`config.mk`:
```
export PLATFORM = sky130hd
export DESIGN_NAME = bitty_regfile_seq
export DESIGN_NICKNAME = d
export VERILOG_FILES = /design/src/rtl/bitty_regfile_seq.sv
export SDC_FILE = /design/constraint.sdc
export NUM_CORES = 1
export LEC_CHECK = 0
export ABC_AREA = 1
export BUFFER_PORTS_ARGS = -buffer_cell sky130_fd_sc_hd__buf_4
export CAP_MARGIN = 20
export CORE_ASPECT_RATIO = 0.6
export CORE_UTILIZATION = 35
export CTS_CLUSTER_SIZE = 12
export DETAILED_ROUTE_END_ITERATION = 12
export HOLD_SLACK_MARGIN = 0.06
export SYNTH_ARGS = -nofsm -noshare
export SYNTH_HDL_FRONTEND = slang
export SYNTH_SLANG_ARGS = --single-unit
export TNS_END_PERCENT = 1
```
`constraint.sdc`:
```
create_clock -name clk -period 1.27 [get_ports clk]
set_input_delay 0.254 -clock clk [delete_from_list [all_inputs] [get_ports clk]]
set_output_delay 0.254 -clock clk [all_outputs]
set_load 0.005 [all_outputs]
```
`src/rtl/bitty_regfile_seq.sv`:
```
// BittyPro register file and three-phase instruction sequencer (IDLE -> EXEC -> WB).
// Optional retire counter is enabled by defining BITTY_RETIRE_CNT_EN.
module bitty_regfile_seq #(
  parameter int unsigned DATA_W = 16
) (
  input  logic              clk,
  input  logic              rst_n,
  input  logic              inst_valid,
  input  logic [15:0]       inst,
  output logic              inst_ready,
  output logic [15:0]       inst_q,
  output logic [DATA_W-1:0] reg0,
  output logic [DATA_W-1:0] reg1,
  output logic [DATA_W-1:0] reg2,
  output logic [DATA_W-1:0] reg3,
  output logic [DATA_W-1:0] reg4,
  output logic [DATA_W-1:0] reg5,
  output logic [DATA_W-1:0] reg6,
  output logic [DATA_W-1:0] reg7,
  input  logic [DATA_W-1:0] alu_out,
  input  logic              alu_cout,
  input  logic              alu_comp,
  input  logic              load_en,
  input  logic [2:0]        load_addr,
  input  logic [DATA_W-1:0] load_data,
  output logic              carry_flag,
  output logic              comp_flag,
`ifdef BITTY_RETIRE_CNT_EN
  output logic [31:0]       retire_cnt,
`endif
  output logic              done
);

  localparam int unsigned NUM_REGS = 8;
  localparam int unsigned ST_W     = 2;

  localparam logic [ST_W-1:0] S_IDLE = 2'd0;
  localparam logic [ST_W-1:0] S_EXEC = 2'd1;
  localparam logic [ST_W-1:0] S_WB   = 2'd2;

  logic [ST_W-1:0]   r_state;
  logic [ST_W-1:0]   w_state_nxt;
  logic              w_accept;
  logic              w_load;
  logic              w_wb;
  logic [2:0]        w_rx;

  logic [DATA_W-1:0] r_regs [NUM_REGS];
  logic [15:0]       r_inst_q;
  logic              r_inst_ready;
  logic              r_carry;
  logic              r_comp;
  logic              r_done;

  // State register
  always_ff @(posedge clk or negedge rst_n) begin
    if (!rst_n) begin
      r_state <= S_IDLE;
    end else begin
      r_state <= w_state_nxt;
    end
  end

  // Next-state and per-cycle strobes
  always_comb begin
    w_state_nxt = r_state;
    w_accept    = 1'b0;
    w_load      = 1'b0;
    w_wb        = 1'b0;
    case (r_state)
      S_IDLE: begin
        w_load = load_en;
        if (inst_valid && r_inst_ready) begin
          w_accept    = 1'b1;
          w_state_nxt = S_EXEC;
        end
      end
      S_EXEC: w_state_nxt = S_WB;
      S_WB: begin
        w_wb        = 1'b1;
        w_state_nxt = S_IDLE;
      end
      default: w_state_nxt = S_IDLE;
    endcase
  end

  assign w_rx = r_inst_q[15:13];

  // Ready tracks the next state so it is high exactly while in IDLE
  always_ff @(posedge clk or negedge rst_n) begin
    if (!rst_n) begin
      r_inst_ready <= 1'b1;
      r_inst_q     <= '0;
      r_carry      <= 1'b0;
      r_comp       <= 1'b0;
      r_done       <= 1'b0;
    end else begin
      r_inst_ready <= (w_state_nxt == S_IDLE);
      r_done       <= w_wb;
      if (w_accept) begin
        r_inst_q <= inst;
      end
      if (w_wb) begin
        r_carry <= alu_cout;
        r_comp  <= alu_comp;
      end
    end
  end

  // Preload (IDLE only) and writeback (WB only) never coincide
  always_ff @(posedge clk or negedge rst_n) begin
    if (!rst_n) begin
      for (int i = 0; i < int'(NUM_REGS); i++) begin
        r_regs[i] <= '0;
      end
    end else if (w_wb) begin
      r_regs[w_rx] <= alu_out;
    end else if (w_load) begin
      r_regs[load_addr] <= load_data;
    end
  end

`ifdef BITTY_RETIRE_CNT_EN
  logic [31:0] r_retire_cnt;

  always_ff @(posedge clk or negedge rst_n) begin
    if (!rst_n) begin
      r_retire_cnt <= '0;
    end else if (w_wb) begin
      r_retire_cnt <= r_retire_cnt + 32'd1;
    end
  end

  assign retire_cnt = r_retire_cnt;
`endif

  assign inst_ready = r_inst_ready;
  assign inst_q     = r_inst_q;
  assign carry_flag = r_carry;
  assign comp_flag  = r_comp;
  assign done       = r_done;
  assign reg0       = r_regs[0];
  assign reg1       = r_regs[1];
  assign reg2       = r_regs[2];
  assign reg3       = r_regs[3];
  assign reg4       = r_regs[4];
  assign reg5       = r_regs[5];
  assign reg6       = r_regs[6];
  assign reg7       = r_regs[7];

endmodule

```
==> results.json <==
{
  "outcome": "finished, violations left",
  "violations": "setup timing",
  "cts_sinks": 150,
  "hold_end": "reg0[10]$_DFFE_PN0P_",
  "cts_max_level": 4,
  "finClkSkew_ns": 0.008015,
  "insertion_delay_ns": 0.44,
  "power.total_mw": 25.00,
  "r2r_end": "reg6[5]$_DFFE_PN0P_",
  "grt_pass1_wl_um": 44300,
  "final_util_pct": 55.87,
  "period_share_pct": 123.1,
  "critPathArrivalTime_ns": 1.88,
  "power_density_nw_per_um2": 2122,
  "cts_buffers": 17,
  "gr-total-overflow": 0,
  "drtIter0Drc": 967,
  "vias": 8298,
  "syn_inst": 1048,
  "drt-total-wl_um": 29060,
  "min_period_ns": 1.563,
  "finalMaxSlewViolations": 0,
  "grt_usage_pct": 26.65,
  "critPathLaunchType": "register",
  "placed_area_um2": 10130,
  "setup_tns_ns": -32.89,
  "cp-end-kind": "register",
  "worst-setup-path-type": "register to register",
  "hold_violations": 0,
  "worstHoldPathType": "input port to register",
  "min_from": "load_data[10]",
  "layout.nets": 1409,
  "die-area_um2": 22190,
  "dr.pass1.iters": 6,
  "clkTransAtPathRegs_ns": 0.06,
  "cp.required_ns": 1.59,
  "whs_path_depth": 5,
  "tritoncts": "built",
  "rsz0062_at_grt": "yes",
  "start_util_pct": 35.81,
  "gp_congestion": 0.8848,
  "maxCapViolations": 0,
  "dp_hpwl_um": 20470,
  "dieHeight_um": 115.8,
  "grt_start_max_net_pins": 32,
  "drc": 0,
  "first_global_vias": 7825,
  "power.leakage_nw": 6.262,
  "dp.cells": 1573,
  "antenna_found_initial": 0,
  "portBuffers": 204,
  "worst_r2r_path_depth": 10,
  "ys_types": 20,
  "area.growth.synth_to_final_pct": 56.01,
  "setup_slack_ns": -0.2929,
  "mostFrequentLayoutCells": "nand2_1, buf_4, dfrtp_1",
  "fin_cells": 1643,
  "cp_max_fo": 16,
  "yosys_warnings": 0,
  "worstMarginPinSlew_ns": 0.3606,
  "wl_per_cell_um": 17.69,
  "slew-limit-headroom_pct": 75.96,
  "die_w_um": 191.6,
  "layout_commonest_cell": "nand2_1",
  "pin_count": 205,
  "ys_ff_latch": 150,
  "synth_fp_nets": 1105,
  "fin_area_um2": 11780,
  "pre_cts_ws_ns": -0.4567,
  "vias_per_cell": 5.051,
  "antennaDiodeCount": 0,
  "ir_drop_v": 0.001078,
  "r2r_setup_slack_ns": -0.29,
  "rr_startpoint": "r_state[0]$_DFF_PN0_",
  "seq_area_frac_synth_pct": 49.73,
  "core_area_um2": 21080,
  "rows": 41,
  "synth_area_um2": 7551,
  "timing.hold.ws_ns": 0.2201,
  "cts-root-buf": "clkbuf_16",
  "avgSynthCellArea_um2": 7.205,
  "finalSetupViolations": 156,
  "cts.path.max_buffers": 2,
  "antenna_left": 0,
  "max_freq_ghz": 0.6399,
  "drive_gt1_share_pct": 33.43
}
[metal layers]
metal,GRT usage [%],vias up,share of wire [%]
li1,-,3866,-
met1,39.80,3941,47
met2,37.32,453,41
met3,8.601,38,11
met4,5.397,0,0.99
met5,0,-,0
[critical path, cell delays in order (launching register included)]
cell and delay, ns:
dfrtp_1 0.41, inv_2 0.11, nand2_4 0.11, buf_12 0.17
inv_8 0.08, nand2_1 0.10, nand2_2 0.10, nor2_4 0.05
buf_12 0.14, nand2_1 0.10, nand2_1 0.06
[cells in the mapped netlist]
library cell	instances	area share, %
nand4_1	5	0.41
buf_4	7	0.70
inv_2	14	0.70
nand3_4	1	0.23
nand2_1	609	30
nor2_4	6	0.89
nand3_2	12	1.6
dfstp_2	1	0.35
nor2_2	1	0.083
inv_1	35	1.7
nand3_1	24	1.6
nand2_2	7	0.58
o21ai_0	115	7.6
buf_2	20	1.3
nor2_1	22	1.1
dfrtp_1	149	49
nor3_4	1	0.22
clkbuf_1	16	0.80
nor3_2	1	0.13
buf_6	2	0.30
[how the worst max path moves through the flow]
stage / start / endpoint / slack (ns) / cells past startpoint
after detailed placement: r_state[0]$_DFF_PN0_ / reg1[11]$_DFFE_PN0P_ / -0.46 / 8
after CTS: r_state[0]$_DFF_PN0_ / reg1[6]$_DFFE_PN0P_ / -0.23 / 8
after global routing: r_state[0]$_DFF_PN0_ / reg1[7]$_DFFE_PN0P_ / -0.35 / 9
after global placement: r_state[0]$_DFF_PN0_ / reg2[9]$_DFFE_PN0P_ / -0.44 / 8
after floorplan: inst_q[14]$_DFFE_PN0P_ / reg0[0]$_DFFE_PN0P_ / -0.11 / 6
final: r_state[0]$_DFF_PN0_ / reg6[5]$_DFFE_PN0P_ / -0.29 / 10
[sequential cells by signal (all words and copies together), names as in the netlist, 16 cells and up]
name	cells
reg1	16
inst_q	16
reg7	16
reg3	16
reg0	16
reg6	16
reg4	16
reg5	16
reg2	16
[area by class of cell]
| class | instances | area, µm² |
|---|---|---|
| fill | 1974 | 9304 |
| multi-input combinational | 804 | 3669 |
| sequential | 150 | 3766 |
| tap | 279 | 349.1 |
| timing repair buffer | 330 | 3168 |
| inverter | 49 | 209.0 |
| clock buffer | 18 | 439.2 |
| clock inverter | 13 | 180.2 |
[power by group]
| group | switching (mW) | leakage, nW | internal [mW] |
|---|---|---|---|
| clock network | 2.12 | 0.298 | 3.32 |
| registers | 1.42 | 2.02 | 6.52 |
| logic | 5.87 | 3.95 | 5.75 |
| total | 9.41 | 6.26 | 15.6 |
[logic make-up after synthesis]
logic type | after synthesis | synth area share [%]
buffers and inverters | 94 | 5.551
DFF | 150 | 49.73
and+or+nand+nor | 689 | 37.10
AOI/OAI and AO/OA | 115 | 7.622
[timing repair]
action	4_1_cts	5_1_grt
gates cloned	2	1
gates resized for setup	87	85
setup endpoints to repair	159	165
pin swaps	9	29
setup buffers	11	7
hold endpoints to repair	144	0
hold buffers	19	0
Note: power is estimated with default switching activity, not from simulation.
